**src/rtl/ft_rx_cmd_parser.sv**
```systemverilog
// rtl/ft_rx_cmd_parser.sv - frames USB RX bytes into checksummed command packets and replays them as register writes
module ft_rx_cmd_parser #(
    parameter logic [7:0] SYNC_BYTE = 8'hA5,
    parameter int         MAX_LEN   = 16,
    parameter int         TIMEOUT   = 60000
) (
    input  logic       uclk_i,
    input  logic       rst_i,
    input  logic [7:0] rx_byte_i,
    input  logic       rx_valid_i,
    output logic       rx_ready_o,
    output logic [7:0] wr_addr_o,
    output logic [7:0] wr_data_o,
    output logic       wr_valid_o,
    input  logic       wr_ready_i,
    output logic       frame_ok_o,
    output logic       err_o,
    output logic [7:0] err_cnt_o
);

    // Buffer index width; the buffer is rounded up to a power of two so the
    // index slice always addresses a real entry.
    localparam int IW = (MAX_LEN > 1) ? $clog2(MAX_LEN) : 1;
    // Timeout counter only ever needs to hold 0..TIMEOUT-1.
    localparam int CW = $clog2(TIMEOUT);
    localparam logic [CW-1:0] TO_LAST   = CW'(TIMEOUT - 1);
    localparam logic [7:0]    MAX_LEN_B = 8'(MAX_LEN);

    typedef enum logic [2:0] {
        S_HUNT,
        S_ADDR,
        S_LEN,
        S_PAYLOAD,
        S_CSUM,
        S_DRAIN
    } state_t;

    state_t        state_q, state_d;
    logic [7:0]    base_q, base_d;
    logic [7:0]    len_q, len_d;
    logic [7:0]    idx_q, idx_d;
    logic [7:0]    xor_q, xor_d;
    logic [CW-1:0] cnt_q, cnt_d;
    logic          frame_ok_q, frame_ok_d;
    logic          err_q, err_d;
    logic [7:0]    err_cnt_q, err_cnt_d;

    logic [7:0]    buf_q [2**IW];
    logic          buf_we;
    logic          err_evt;
    logic          rx_accept;
    logic          draining;

    assign draining   = (state_q == S_DRAIN);
    assign rx_ready_o = !draining;
    assign rx_accept  = rx_valid_i && rx_ready_o;

    // Write port is only meaningful while draining; zero otherwise so idle/reset look clean.
    assign wr_valid_o = draining;
    assign wr_addr_o  = draining ? (base_q + idx_q) : 8'h00;
    assign wr_data_o  = draining ? buf_q[idx_q[IW-1:0]] : 8'h00;

    assign frame_ok_o = frame_ok_q;
    assign err_o      = err_q;
    assign err_cnt_o  = err_cnt_q;

    // Next-state, framing, checksum, timeout and drain sequencing.
    always_comb begin
        state_d    = state_q;
        base_d     = base_q;
        len_d      = len_q;
        idx_d      = idx_q;
        xor_d      = xor_q;
        cnt_d      = cnt_q;
        frame_ok_d = 1'b0;
        err_evt    = 1'b0;
        buf_we     = 1'b0;

        case (state_q)
            S_HUNT: begin
                cnt_d = '0;
                if (rx_accept && (rx_byte_i == SYNC_BYTE)) begin
                    state_d = S_ADDR;
                end
            end
            S_DRAIN: begin
                cnt_d = '0;
                if (wr_ready_i) begin
                    if (idx_q == len_q - 8'd1) begin
                        idx_d   = 8'd0;
                        state_d = S_HUNT;
                    end else begin
                        idx_d = idx_q + 8'd1;
                    end
                end
            end
            default: begin
                // Mid-frame states: an accepted byte always beats timeout expiry.
                if (rx_accept) begin
                    cnt_d = '0;
                    case (state_q)
                        S_ADDR: begin
                            base_d  = rx_byte_i;
                            xor_d   = rx_byte_i;
                            state_d = S_LEN;
                        end
                        S_LEN: begin
                            len_d = rx_byte_i;
                            xor_d = xor_q ^ rx_byte_i;
                            idx_d = 8'd0;
                            if (rx_byte_i > MAX_LEN_B) begin
                                err_evt = 1'b1;
                                state_d = S_HUNT;
                            end else if (rx_byte_i == 8'd0) begin
                                state_d = S_CSUM;
                            end else begin
                                state_d = S_PAYLOAD;
                            end
                        end
                        S_PAYLOAD: begin
                            buf_we = 1'b1;
                            xor_d  = xor_q ^ rx_byte_i;
                            idx_d  = idx_q + 8'd1;
                            if (idx_q == len_q - 8'd1) begin
                                state_d = S_CSUM;
                            end
                        end
                        S_CSUM: begin
                            idx_d = 8'd0;
                            if (rx_byte_i == xor_q) begin
                                frame_ok_d = 1'b1;
                                state_d    = (len_q == 8'd0) ? S_HUNT : S_DRAIN;
                            end else begin
                                err_evt = 1'b1;
                                state_d = S_HUNT;
                            end
                        end
                        default: state_d = S_HUNT;
                    endcase
                end else if (cnt_q == TO_LAST) begin
                    cnt_d   = '0;
                    err_evt = 1'b1;
                    state_d = S_HUNT;
                end else begin
                    cnt_d = cnt_q + 1'b1;
                end
            end
        endcase

        err_d     = err_evt;
        err_cnt_d = err_cnt_q;
        if (err_evt && (err_cnt_q != 8'hFF)) begin
            err_cnt_d = err_cnt_q + 8'd1;
        end
    end

    // Control and status registers; reset drops any partial frame silently.
    always_ff @(posedge uclk_i or posedge rst_i) begin
        if (rst_i) begin
            state_q    <= S_HUNT;
            base_q     <= 8'h00;
            len_q      <= 8'h00;
            idx_q      <= 8'h00;
            xor_q      <= 8'h00;
            cnt_q      <= '0;
            frame_ok_q <= 1'b0;
            err_q      <= 1'b0;
            err_cnt_q  <= 8'h00;
        end else begin
            state_q    <= state_d;
            base_q     <= base_d;
            len_q      <= len_d;
            idx_q      <= idx_d;
            xor_q      <= xor_d;
            cnt_q      <= cnt_d;
            frame_ok_q <= frame_ok_d;
            err_q      <= err_d;
            err_cnt_q  <= err_cnt_d;
        end
    end

    // Payload buffer; contents are only read after a full frame rewrote them.
    always_ff @(posedge uclk_i) begin
        if (buf_we) begin
            buf_q[idx_q[IW-1:0]] <= rx_byte_i;
        end
    end

endmodule

```
**config.mk**
```make
export PLATFORM = sky130hd
export DESIGN_NAME = ft_rx_cmd_parser
export DESIGN_NICKNAME = d
export VERILOG_FILES = /design/src/rtl/ft_rx_cmd_parser.sv
export SDC_FILE = /design/constraint.sdc
export NUM_CORES = 1
export LEC_CHECK = 0
export ABC_AREA = 1
export CAP_MARGIN = 20
export CORE_UTILIZATION = 40
export CTS_BUF_LIST = sky130_fd_sc_hd__clkbuf_8
export CTS_CLUSTER_SIZE = 10
export DETAILED_ROUTE_END_ITERATION = 10
export PLACE_DENSITY = 0.65
export SLEW_MARGIN = 30
export SYNTH_ARGS = -nofsm -noshare
export SYNTH_HDL_FRONTEND = slang
export SYNTH_SLANG_ARGS = --single-unit
```
**constraint.sdc**
```tcl
create_clock -name uclk_i -period 2.1 [get_ports uclk_i]
set_clock_uncertainty 0.05 [all_clocks]
set_input_delay 0.42 -clock uclk_i [delete_from_list [all_inputs] [get_ports uclk_i]]
set_output_delay 0.42 -clock uclk_i [all_outputs]
set_load 0.02 [all_outputs]
```
==> flow_summary.ini <==
[power]
ir_drop_uv = 598
cellLeakagePower_uw = 0.00472
p_int_uw = 8360
power_frac_clock_pct = 18.2
p_seq_share_pct = 33.2
total_power_uw = 14300
comb_power_share_pct = 48.7
power.share.switching_pct = 41.6
switching_power_uw = 5960
power_density_nw_per_um2 = 1250

[clocking]
cts_max_level = 4
cts-root-buf = clkbuf_8
cts_sinks = 189
postCtsHoldBufs = 0
cts_tree = built
clk_pin_slew_ps = 110
clkLatencyLatePin_ps = 480
cts_buffers = 17
clk_path_buf_depth = 2

[yosys]
syn-cell-area_sq_um = 8890
syn-num-nets = 936
ys_types = 38
ys_seq_area_share_pct = 60.4
ys_warn_count = 0
syn_area_per_cell_sq_um = 9.79
netlist_instances = 908
ys_ff_latch = 189

[grt]
grt_antenna_before_repair = 0
grt_max_degree = 51
grt_pass1_vias = 6851
grt_pass1_wl_um = 36200
grt_overflow = 0
grt_usage_pct = 21.3

[setup_path]
startpoint = idx_q[0]$_DFFE_PP0P_
cp.arrival_ps = 2230
crit_fanout = 2
regToRegStartpoint = state_q[1]$_DFFE_PP0P_
crit_buf_inv = 1
cp_top_family = adder cells
r2r_slack_ps = 30
critical_path.slowest_cell = dfrtp_2
cp-start-kind = flop
cp_cell_sequence = ha_4 > fa_2 > nand3_2 > nand3_2 > nand2_2 > nand2_2 > a21oi_2 > xor2_1 > nor2_2 > buf_6
end_kind = output port
crit_path_max_incr_delay_ps = 450
worst-setup-path-type = flop to output port
cp.required_ps = 1630

[placed_design]
place_ws_ps = -512
placed_cells = 1305
routabilityCongestion = 0.849
dpl.hpwl_um = 15400
port_buffers = 39
place_area_sq_um = 10500

[drt]
num_vias = 7143
drc = 0
routed_wl_um = 23400
first_pass_iters = 5
post_drt_wl_per_cell_um = 17.2
avgViaCountPerCell = 5.26
antenna_left = 0
drt_iter0_markers = 512

[cells_and_area]
antenna_cells = 0
drive_gt1_share_pct = 24.4
final_cells = 1359
design_area_sq_um = 11400
nNetsFinal = 1094
regArea_sq_um = 5370
multiInputGateArea_sq_um = 3430
syn2layout_area_growth_pct = 28.8
fill_cells = 1934

[timing]
slew_headroom_pct = 72.3
setup_viol = 15
finalHoldViolations = 0
drv_slew = 0
finalCritPeriodShare_pct = 128
max_clock_freq_mhz = 371
rsz0062_at_grt = yes
worst_slack_ps = -595
fin_crit_ps = 2700
worst_slew_pin_slew_ps = 414

[status]
violations = setup timing
status = complete, but fails checks

[floorplan]
dieArea_sq_um = 22800
pin_count = 40
start_util_pct = 40.7
die_x_um = 151
core_region_area_sq_um = 21800
std_cell_rows = 54
fp.dieH_um = 151

[worst_hold_path]
hold_class = input pin to async pin

[job]
max-cap-violations = 0
==> final timing paths <==
check | endpoint | cells past startpoint
worst max-delay path | wr_addr_o[6] | 10
worst min-delay path | frame_ok_o$_DFF_PP0_ | 2
worst max register to register | idx_q[7]$_DFFE_PP0P_ | 12
worst min register to register | cnt_q[0]$_DFF_PP0_ | 1
max in group asynchronous | idx_q[0]$_DFFE_PP0P_ | 3
min in group uclk_i | cnt_q[0]$_DFF_PP0_ | 1
==> routing by layer <==
layer / share of wire [%] / global-route usage, % / up-vias
met5: 0 / 0 / -
met4: 3.0 / 8.40 / 0
met3: 7.6 / 5.18 / 57
met2: 48 / 34.6 / 282
met1: 42 / 27.4 / 3390
li1: - / - / 3414
==> cell families after synthesis <==
kind of cell	synth area share, %
simple gates	19.9
fa+ha+maj	2.34
compound gates	9.79
buf+inv	4.49
xor+xnor	3.06
flops	60.4
==> sequential cells by signal (all words and copies together), names as in the netlist <==
register	cells
xor_q	8
base_q	8
err_cnt_o	8
err_o	1
state_q	3
idx_q	8
len_q	8
frame_ok_o	1
cnt_q	16
buf_q	128
==> synth_stat cells <==
library cell  number  share of area [%]
nand4_1           19                1.3
a21oi_1           17               0.96
nand3_2            1               0.11
buf_2              4               0.23
a211oi_1           1              0.085
a21oi_4            1               0.18
nor4_1             2               0.14
nand3_4            2               0.39
o21ai_4            1               0.18
nor2_1           155                6.5
nor2_4             1               0.13
fa_1               1               0.23
dfrtp_1           61                 17
o31ai_1            1              0.085
o22ai_1           32                2.3
nand3_1           37                2.1
o21a_1             1              0.085
o21bai_1           1              0.085
nand2_4            1               0.13
a41oi_1            8               0.79
nor3_4             2               0.37
nor3_1             7               0.39
clkinv_1           1              0.042
clkbuf_1          23               0.97
inv_1             68                2.9
xor2_1            26                2.6
inv_2              8               0.34
edfxtp_1         128                 43
nor2_2             5               0.35
nand3b_1           2               0.17
ha_1              15                2.1
a31oi_1            1              0.070
and2_1             1              0.070
nand2_2            4               0.28
buf_1              1              0.042
xnor2_1            5               0.49
nand2_1          175                7.4
o21ai_0           89                5.0
==> repair_timing <==
| item | in CTS | in global routing |
|---|---|---|
| setup buffers | 8 | 11 |
| gates resized for setup | 126 | 50 |
| setup endpoints to repair | 29 | 36 |
| cloned | 3 | 1 |
| pin swaps | 19 | 17 |
==> stage by stage <==
step / hold slack [ps] / TNS (ps) / util, %
floorplan: 383 / -35.7 / -
CTS: 138 / -6850 / 51.3
global route: 162 / -8370 / 52.5
finish: 141 / -6540 / 52.5
detailed placement: 400 / -9420 / 48.0
global placement: 396 / -8990 / 48.0
==> power by group through the flow <==
stage	clock network (uW)	logic (uW)	registers (uW)
after global placement	0	5670	4770
final	2600	6970	4750
after global routing	2760	7640	4810
after CTS	2630	6410	4740
after floorplan	0	3470	4830
after detailed placement	0	5740	4780
==> placed cells by master (no fill, tap or decap), types with 6 or more instances in the layout <==
master,count
nand4_1,19
nand2_2,13
clkbuf_8,17
inv_2,10
nand3_1,32
a21oi_1,10
o22ai_1,28
nand3_2,6
inv_1,62
nand2_1,166
dfrtp_1,58
xor2_1,26
clkdlybuf4s50_1,18
buf_6,13
nor2_1,150
a41oi_2,8
edfxtp_1,128
buf_12,8
nor2_2,8
ha_1,11
o21ai_0,85
nor3_1,6
buf_4,115
clkinv_8,6
==> layout make-up <==
cell class                      instances  share of cell area, %
Clock inverter                         15                   1.88
Timing Repair inverter                  1                 0.0656
Tap cell                              280                   3.06
Sequential cell                       189                   46.9
Clock buffer                           17                   2.04
Timing Repair Buffer                  166                   13.3
Multi-Input combinational cell        614                   29.9
Inverter                               77                   2.72
Power figures use the tool's default switching activity.
